File: src/rtl/alu_op_sequencer.sv
// ---------------------------------------------------------------------------
// alu_op_sequencer
//
// Accepts one ALU request at a time, drives an external ALU with a one-hot
// control word and the latched operands for N cycles (N = MULDIV_WAIT for
// multiply/divide, 1 otherwise), captures the ALU result into zhi/zlo and
// presents a response that is held until the consumer takes it. Opcodes
// 12..15 are rejected with an error response and no ALU activity.
//
// Ports
//   clock       : single clock, rising edge
//   clear       : asynchronous active-low reset
//   req_valid   : request present            req_ready : block is IDLE
//   req_op      : opcode (0..11 legal)       req_a/b   : operands
//   alu_ctrl    : one-hot ALU select (EXEC only, else 0)
//   alu_x/alu_y : ALU operands (EXEC only, else 0)
//   alu_result  : ALU output {hi, lo}
//   rsp_valid   : response present           rsp_ready : consumer accepts
//   rsp_err     : response is an illegal-op error
//   zhi/zlo     : captured result halves
//   busy        : high in every state except IDLE
// ---------------------------------------------------------------------------
module alu_op_sequencer #(
    parameter int BITS        = 32,
    parameter int SIG_COUNT   = 12,
    parameter int MULDIV_WAIT = 4
) (
    input  logic                   clock,
    input  logic                   clear,
    input  logic                   req_valid,
    output logic                   req_ready,
    input  logic [3:0]             req_op,
    input  logic [BITS-1:0]        req_a,
    input  logic [BITS-1:0]        req_b,
    output logic [SIG_COUNT-1:0]   alu_ctrl,
    output logic [BITS-1:0]        alu_x,
    output logic [BITS-1:0]        alu_y,
    input  logic [2*BITS-1:0]      alu_result,
    output logic                   rsp_valid,
    input  logic                   rsp_ready,
    output logic                   rsp_err,
    output logic [BITS-1:0]        zhi,
    output logic [BITS-1:0]        zlo,
    output logic                   busy
);

    localparam logic [3:0] OP_MUL        = 4'd2;
    localparam logic [3:0] OP_DIV        = 4'd3;
    localparam logic [3:0] OP_LAST_LEGAL = 4'd11;
    // Counter preload for mul/div: EXEC lasts MULDIV_WAIT cycles, counting down to 0.
    localparam logic [3:0] CNT_MULDIV    = 4'(MULDIV_WAIT - 1);

    typedef enum logic [1:0] {IDLE, EXEC, DONE, ERR} state_t;

    state_t            state;
    state_t            state_nxt;
    logic [3:0]        cnt;
    logic [3:0]        op_q;
    logic [BITS-1:0]   a_q;
    logic [BITS-1:0]   b_q;

    logic accept;
    logic req_legal;
    logic req_muldiv;
    logic op_q_muldiv;
    logic exec_last;

    assign accept      = req_valid && (state == IDLE);
    assign req_legal   = (req_op <= OP_LAST_LEGAL);
    assign req_muldiv  = (req_op == OP_MUL) || (req_op == OP_DIV);
    assign op_q_muldiv = (op_q == OP_MUL) || (op_q == OP_DIV);
    assign exec_last   = (state == EXEC) && (cnt == 4'd0);

    // State register
    always_ff @(posedge clock or negedge clear) begin
        if (!clear) begin
            state <= IDLE;
        end else begin
            state <= state_nxt;
        end
    end

    // Next-state logic
    always_comb begin
        state_nxt = state;
        case (state)
            IDLE: begin
                if (req_valid) begin
                    state_nxt = req_legal ? EXEC : ERR;
                end
            end
            EXEC: begin
                if (cnt == 4'd0) begin
                    state_nxt = DONE;
                end
            end
            DONE, ERR: begin
                // A handshake returns to IDLE; a new request can only be
                // taken on the following edge.
                if (rsp_ready) begin
                    state_nxt = IDLE;
                end
            end
            default: state_nxt = IDLE;
        endcase
    end

    // Operand latch, cycle counter and result capture
    always_ff @(posedge clock or negedge clear) begin
        if (!clear) begin
            cnt  <= 4'd0;
            op_q <= 4'd0;
            a_q  <= '0;
            b_q  <= '0;
            zhi  <= '0;
            zlo  <= '0;
        end else if (accept) begin
            op_q <= req_op;
            a_q  <= req_a;
            b_q  <= req_b;
            cnt  <= (req_legal && req_muldiv) ? CNT_MULDIV : 4'd0;
        end else if (state == EXEC) begin
            if (cnt != 4'd0) begin
                cnt <= cnt - 4'd1;
            end
            if (exec_last) begin
                zlo <= alu_result[BITS-1:0];
                // Only mul/div drive the upper ALU half.
                if (op_q_muldiv) begin
                    zhi <= alu_result[2*BITS-1:BITS];
                end
            end
        end
    end

    // Output decode
    always_comb begin
        req_ready = 1'b0;
        rsp_valid = 1'b0;
        rsp_err   = 1'b0;
        busy      = 1'b1;
        alu_ctrl  = '0;
        alu_x     = '0;
        alu_y     = '0;
        case (state)
            IDLE: begin
                req_ready = 1'b1;
                busy      = 1'b0;
            end
            EXEC: begin
                alu_ctrl = SIG_COUNT'(1) << op_q;
                alu_x    = a_q;
                alu_y    = b_q;
            end
            DONE: begin
                rsp_valid = 1'b1;
            end
            ERR: begin
                rsp_valid = 1'b1;
                rsp_err   = 1'b1;
            end
            default: ;
        endcase
    end

endmodule

File: config.mk
export PLATFORM = sky130hd
export DESIGN_NAME = alu_op_sequencer
export DESIGN_NICKNAME = d
export VERILOG_FILES = /design/src/rtl/alu_op_sequencer.sv
export SDC_FILE = /design/constraint.sdc
export NUM_CORES = 1
export LEC_CHECK = 0
export CELL_PAD_IN_SITES_DETAIL_PLACEMENT = 0
export CELL_PAD_IN_SITES_GLOBAL_PLACEMENT = 1
export CORE_UTILIZATION = 34
export CTS_BUF_LIST = sky130_fd_sc_hd__clkbuf_2
export DETAILED_ROUTE_END_ITERATION = 7
export PLACE_DENSITY = 0.91
export SYNTH_ARGS = -nofsm -noshare
export SYNTH_HDL_FRONTEND = slang
export SYNTH_SLANG_ARGS = --single-unit
File: constraint.sdc
create_clock -name clock -period 5.25 [get_ports clock]
set_input_delay 0.525 -clock clock [delete_from_list [all_inputs] [get_ports clock]]
set_output_delay 0.525 -clock clock [all_outputs]
set_load 0.1 [all_outputs]
Word level (Yosys, flattened, before mapping)
Cells that the tools add are included.
W data, S select, Z words.
{"block": "totals", "ff_bits": 138, "latchBits": 0, "ramBits": 0, "mem_bits_ro": 0, "inputBits": 136, "out_inout_bits": 144, "elab_cells": 52, "mem_count": 0}
{"block": "op_classes", "add_sub_neg": 1, "multipliers": 0, "n_div": 0, "n_lt_le_gt_ge": 1, "n_eq_ne": 10, "shift": 1, "muxes": 16, "bitwise": 1, "n_reduce_logical": 15}
{"op": "$mux W32", "n": 2}
{"op": "$eq A4 B2 Y1 const B", "n": 4}
{"op": "$mux W12", "n": 1}
{"op": "$mux W4", "n": 3}
{"op": "$shl A1 B4 Y12 const A", "n": 1}
{"op": "$mux W2", "n": 5}
{"op": "$pmux W2 S3", "n": 1}
{"op": "$reduce_and A3 Y1", "n": 2}
{"op": "$eq A2 B2 Y1 const B", "n": 2}
{"op": "$le A4 B4 Y1 const B", "n": 1}
{"op": "$logic_not A4 Y1", "n": 1}
{"op": "$mux W1", "n": 4}
{"op": "$ne A2 B2 Y1 const B", "n": 2}
{"op": "$reduce_and A4 Y1", "n": 1}
{"op": "$reduce_bool A2 Y1", "n": 2}
{"op": "$reduce_bool A4 Y1", "n": 1}
{"op": "$sub A4 B1 Y4 const B", "n": 1}
{"op": "$logic_and A1 B1 Y1", "n": 3}
{"op": "$eq A2 B1 Y1 const B", "n": 1}
{"op": "$logic_not A2 Y1", "n": 1}
{"op": "$logic_or A1 B1 Y1", "n": 2}
{"op": "$ne A2 B1 Y1 const B", "n": 1}
{"op": "$reduce_and A2 Y1", "n": 1}
{"op": "$reduce_or A2 Y1", "n": 1}
{"op": "$not A1 Y1", "n": 1}

Longest topological paths before layout
{"block": "depth", "depth_word": 5, "mapped_depth": 6, "depth_no_buf": 5}

Worst setup path after synthesis
Ideal clock, no wire load.
{"block": "synth_path", "path_kind": "register -> output", "from": "register state[1]", "to": "output port alu_ctrl[8]", "arrival_ps": 3297, "required_ps": 4725, "slack_ps": 1428, "path_stages_with_launch": 7, "path_buffers": 3, "cell_sequence": "dfrtp_1 > buf_2 > nor2b_1 > clkbuf_1 > clkbuf_1 > nand3b_1 > nor3_1"}
{"block": "synth_between", "elab_chain_cells": 2}
{"element": "from (decl)", "line_no": "55", "source": "state_t state;"}
{"element": "from (signal assigned)", "line_no": "79", "source": "state <= state_nxt;"}
{"element": "$eq A2 B1 Y1", "line_no": "145", "source": "case (state)"}
{"element": "$mux W12", "line_no": "145"}
{"element": "to (decl)", "line_no": "35", "source": "output logic [SIG_COUNT-1:0] alu_ctrl,"}
No other way between the ends.

Worst setup path in the final report
{"block": "layout_path", "from": "register state[0]", "to": "output port alu_ctrl[8]"}
Same word-level chain as after synthesis.

==> results.json <==
{
  "min_path_type": "input port to flop",
  "crit_type": "flop to output pin",
  "port_buffers": 279,
  "final_cell_mix": "278 x clkdlybuf4s50_1, 210 x nand2_1, 138 x dfrtp_1",
  "worst_setup_path_start_kind": "flop",
  "synth_area_leaders": "dfrtp_1 58%, nand2_1 13%, mux2_4 7.6%, and2_1 6.9%, mux2_2 6.5%",
  "grtUsageMet3_pct": 6.425,
  "cp_max_fo": 45,
  "cts_sinks": 138,
  "gp_congestion": 0.7584,
  "seqCellArea_um2": 3453,
  "slew-limit-headroom_pct": 30.44,
  "busiest_layer": "met2",
  "cp.arrival_ns": 3.72,
  "yosysSeqAreaShare_pct": 58.18,
  "fmaxAchievable_ghz": 0.2354,
  "dieArea_um2": 17990,
  "post-cts-setup-buffers": 0,
  "grtUsageTotal_pct": 18.31,
  "final_common_cell": "clkdlybuf4s50_1",
  "synth_area_per_cell_um2": 10.68,
  "whs_ns": 0.3401,
  "setup-tns-final_ns": 0,
  "nFillCells": 1527,
  "yosysTopAreaCellShare_pct": 58.18,
  "htree_levels": 4,
  "final_layout_size_suffix_gt1_share_pct": 12.98,
  "wl_per_cell_um": 15.16,
  "rows": 47,
  "rsz0062_at_grt": "false",
  "synth_top_area_cell": "dfrtp_1",
  "critPathMaxStageDelay_ns": 1.17,
  "end_kind": "output pin",
  "grt_pass1_vias": 4822,
  "netlist-cell-type-count": 31,
  "setup_violations": 0,
  "synth_cells": 556,
  "grt_pass1_wl_um": 25240,
  "vias": 4726,
  "synth_warnings": 0,
  "cts_buffers": 17,
  "die_h_um": 134.1,
  "critPathRequiredTime_ns": 4.72,
  "grt_overflow": 0,
  "cts_tree": "done",
  "syn_area_um2": 5936,
  "path_clk_slew_ns": 0.22,
  "drc": 0,
  "routed_wl_um": 16090,
  "drtPass1Iterations": 4,
  "grt_use_met1_pct": 21.45,
  "via_per_inst": 4.454,
  "cts_hold_buf": 1,
  "root_buffer": "clkbuf_2",
  "hold_viol_final": 0,
  "cts_resized": 0,
  "die_x_um": 134.1,
  "grt_max_degree": 96,
  "use_met2_pct": 30.48,
  "ios": 280,
  "start_util_pct": 35.29,
  "maxSlewViolCount": 0,
  "slowest_stage": "clkdlybuf4s50_1",
  "clock_latency_ns": 0.68,
  "dp.cells": 1027,
  "fin_crit_sh_pct": 80.91,
  "finClkSkew_ns": 0.02691,
  "final_cells": 1061,
  "finish.utilization_pct": 54.62,
  "final_nets": 964,
  "cts_buffer_depth": 2,
  "drtIter0Drc": 147,
  "synth_fp_nets": 693,
  "max_cap_viol_count": 0,
  "ys_ff_latch": 138,
  "crit_chain": "nor2b_4, nand3b_1, nor3_1, clkdlybuf4s50_1",
  "antenna_left": 0,
  "multiInputGateArea_um2": 2321,
  "antenna_found_initial": 1,
  "tightestPinTransition_ns": 1.040,
  "coreArea_um2": 16820,
  "fin_crit_ns": 4.248,
  "status": "complete, no violations",
  "post-dp-hpwl_um": 11520,
  "area_delta_synth_final_pct": 54.76
}
## sequential cells by signal, indices dropped and copies added (netlist names)
signal,cells
a_q,32
b_q,32
cnt,4
op_q,4
state,2
zhi,32
zlo,32
## layer usage
metal / routed length [µm] / part of all wire, %
met5: 0 / 0
met4: 369 / 2.3
met3: 1332 / 8.3
met2: 7957 / 49
met1: 6426 / 40
## cell type report
cell class | instances | area share [%]
timing repair buffer | 286 | 31.01
multi-input combinational | 381 | 25.27
tap | 220 | 2.996
sequential | 138 | 37.59
antenna | 1 | 0.02724
inverter | 3 | 0.1226
clock buffer | 17 | 0.9262
clock inverter | 15 | 2.057
## worst max-delay path, delay by kind of cell, from the launching register on
kind / cells / cell delay [ns]
and+or+nand+nor: 3 / 1.36
DFF: 1 / 0.53
buffers and inverters: 1 / 1.17
## final timing paths
| path | startpoint | endpoint | slack, ns | cells past startpoint |
|---|---|---|---|---|
| worst max-delay path | state[0]$_DFFE_PN0P_ | alu_ctrl[8] | 1.00 | 4 |
| worst min-delay path | req_a[12] | a_q[12]$_DFFE_PN0P_ | 0.34 | 3 |
| worst max register to register | cnt[0]$_DFFE_PN0P_ | zhi[27]$_DFFE_PN0P_ | 2.61 | 5 |
| worst min register to register | a_q[7]$_DFFE_PN0P_ | a_q[7]$_DFFE_PN0P_ | 0.49 | 2 |
| max in group asynchronous | clear | b_q[19]$_DFFE_PN0P_ | 3.60 | 3 |
| min in group asynchronous | clear | zlo[23]$_DFFE_PN0P_ | 0.47 | 2 |
## per-stage QoR
stage	cell area (µm²)	worst slack [ns]
after floorplan	5936	1.428
after global placement	8900	1.749
after detailed placement	8900	1.679
after CTS	9184	0.8534
after global routing	9186	0.6440
final	9186	1.002
## cells in the mapped netlist (all sizes together)
| library cell | n |
|---|---|
| a21oi | 2 |
| a31o | 1 |
| a31oi | 1 |
| and2 | 65 |
| buf | 12 |
| clkbuf | 22 |
| dfrtp | 138 |
| ha | 1 |
| inv | 3 |
| mux2 | 64 |
| mux2i | 1 |
| nand2 | 210 |
| nand2b | 3 |
| nand3 | 2 |
| nand3b | 2 |
| nand4b | 1 |
| nor2 | 11 |
| nor2b | 1 |
| nor3 | 3 |
| nor3b | 2 |
| o211ai | 4 |
| o21a | 1 |
| o21ai | 1 |
| o31ai | 1 |
| or3 | 1 |
| or3b | 2 |
| or4b | 1 |
## cell families after synthesis
kind of cell / Yosys count / synth area share, %
compound gates: 11 / 1.265
flops: 138 / 58.18
buf+inv: 37 / 2.930
mux: 65 / 14.21
simple gates: 304 / 23.21
fa+ha+maj: 1 / 0.2108
Power is left out: the tool's default activity adds up to more than one toggle a clock period on the data nets, which glitch-free logic cannot reach.
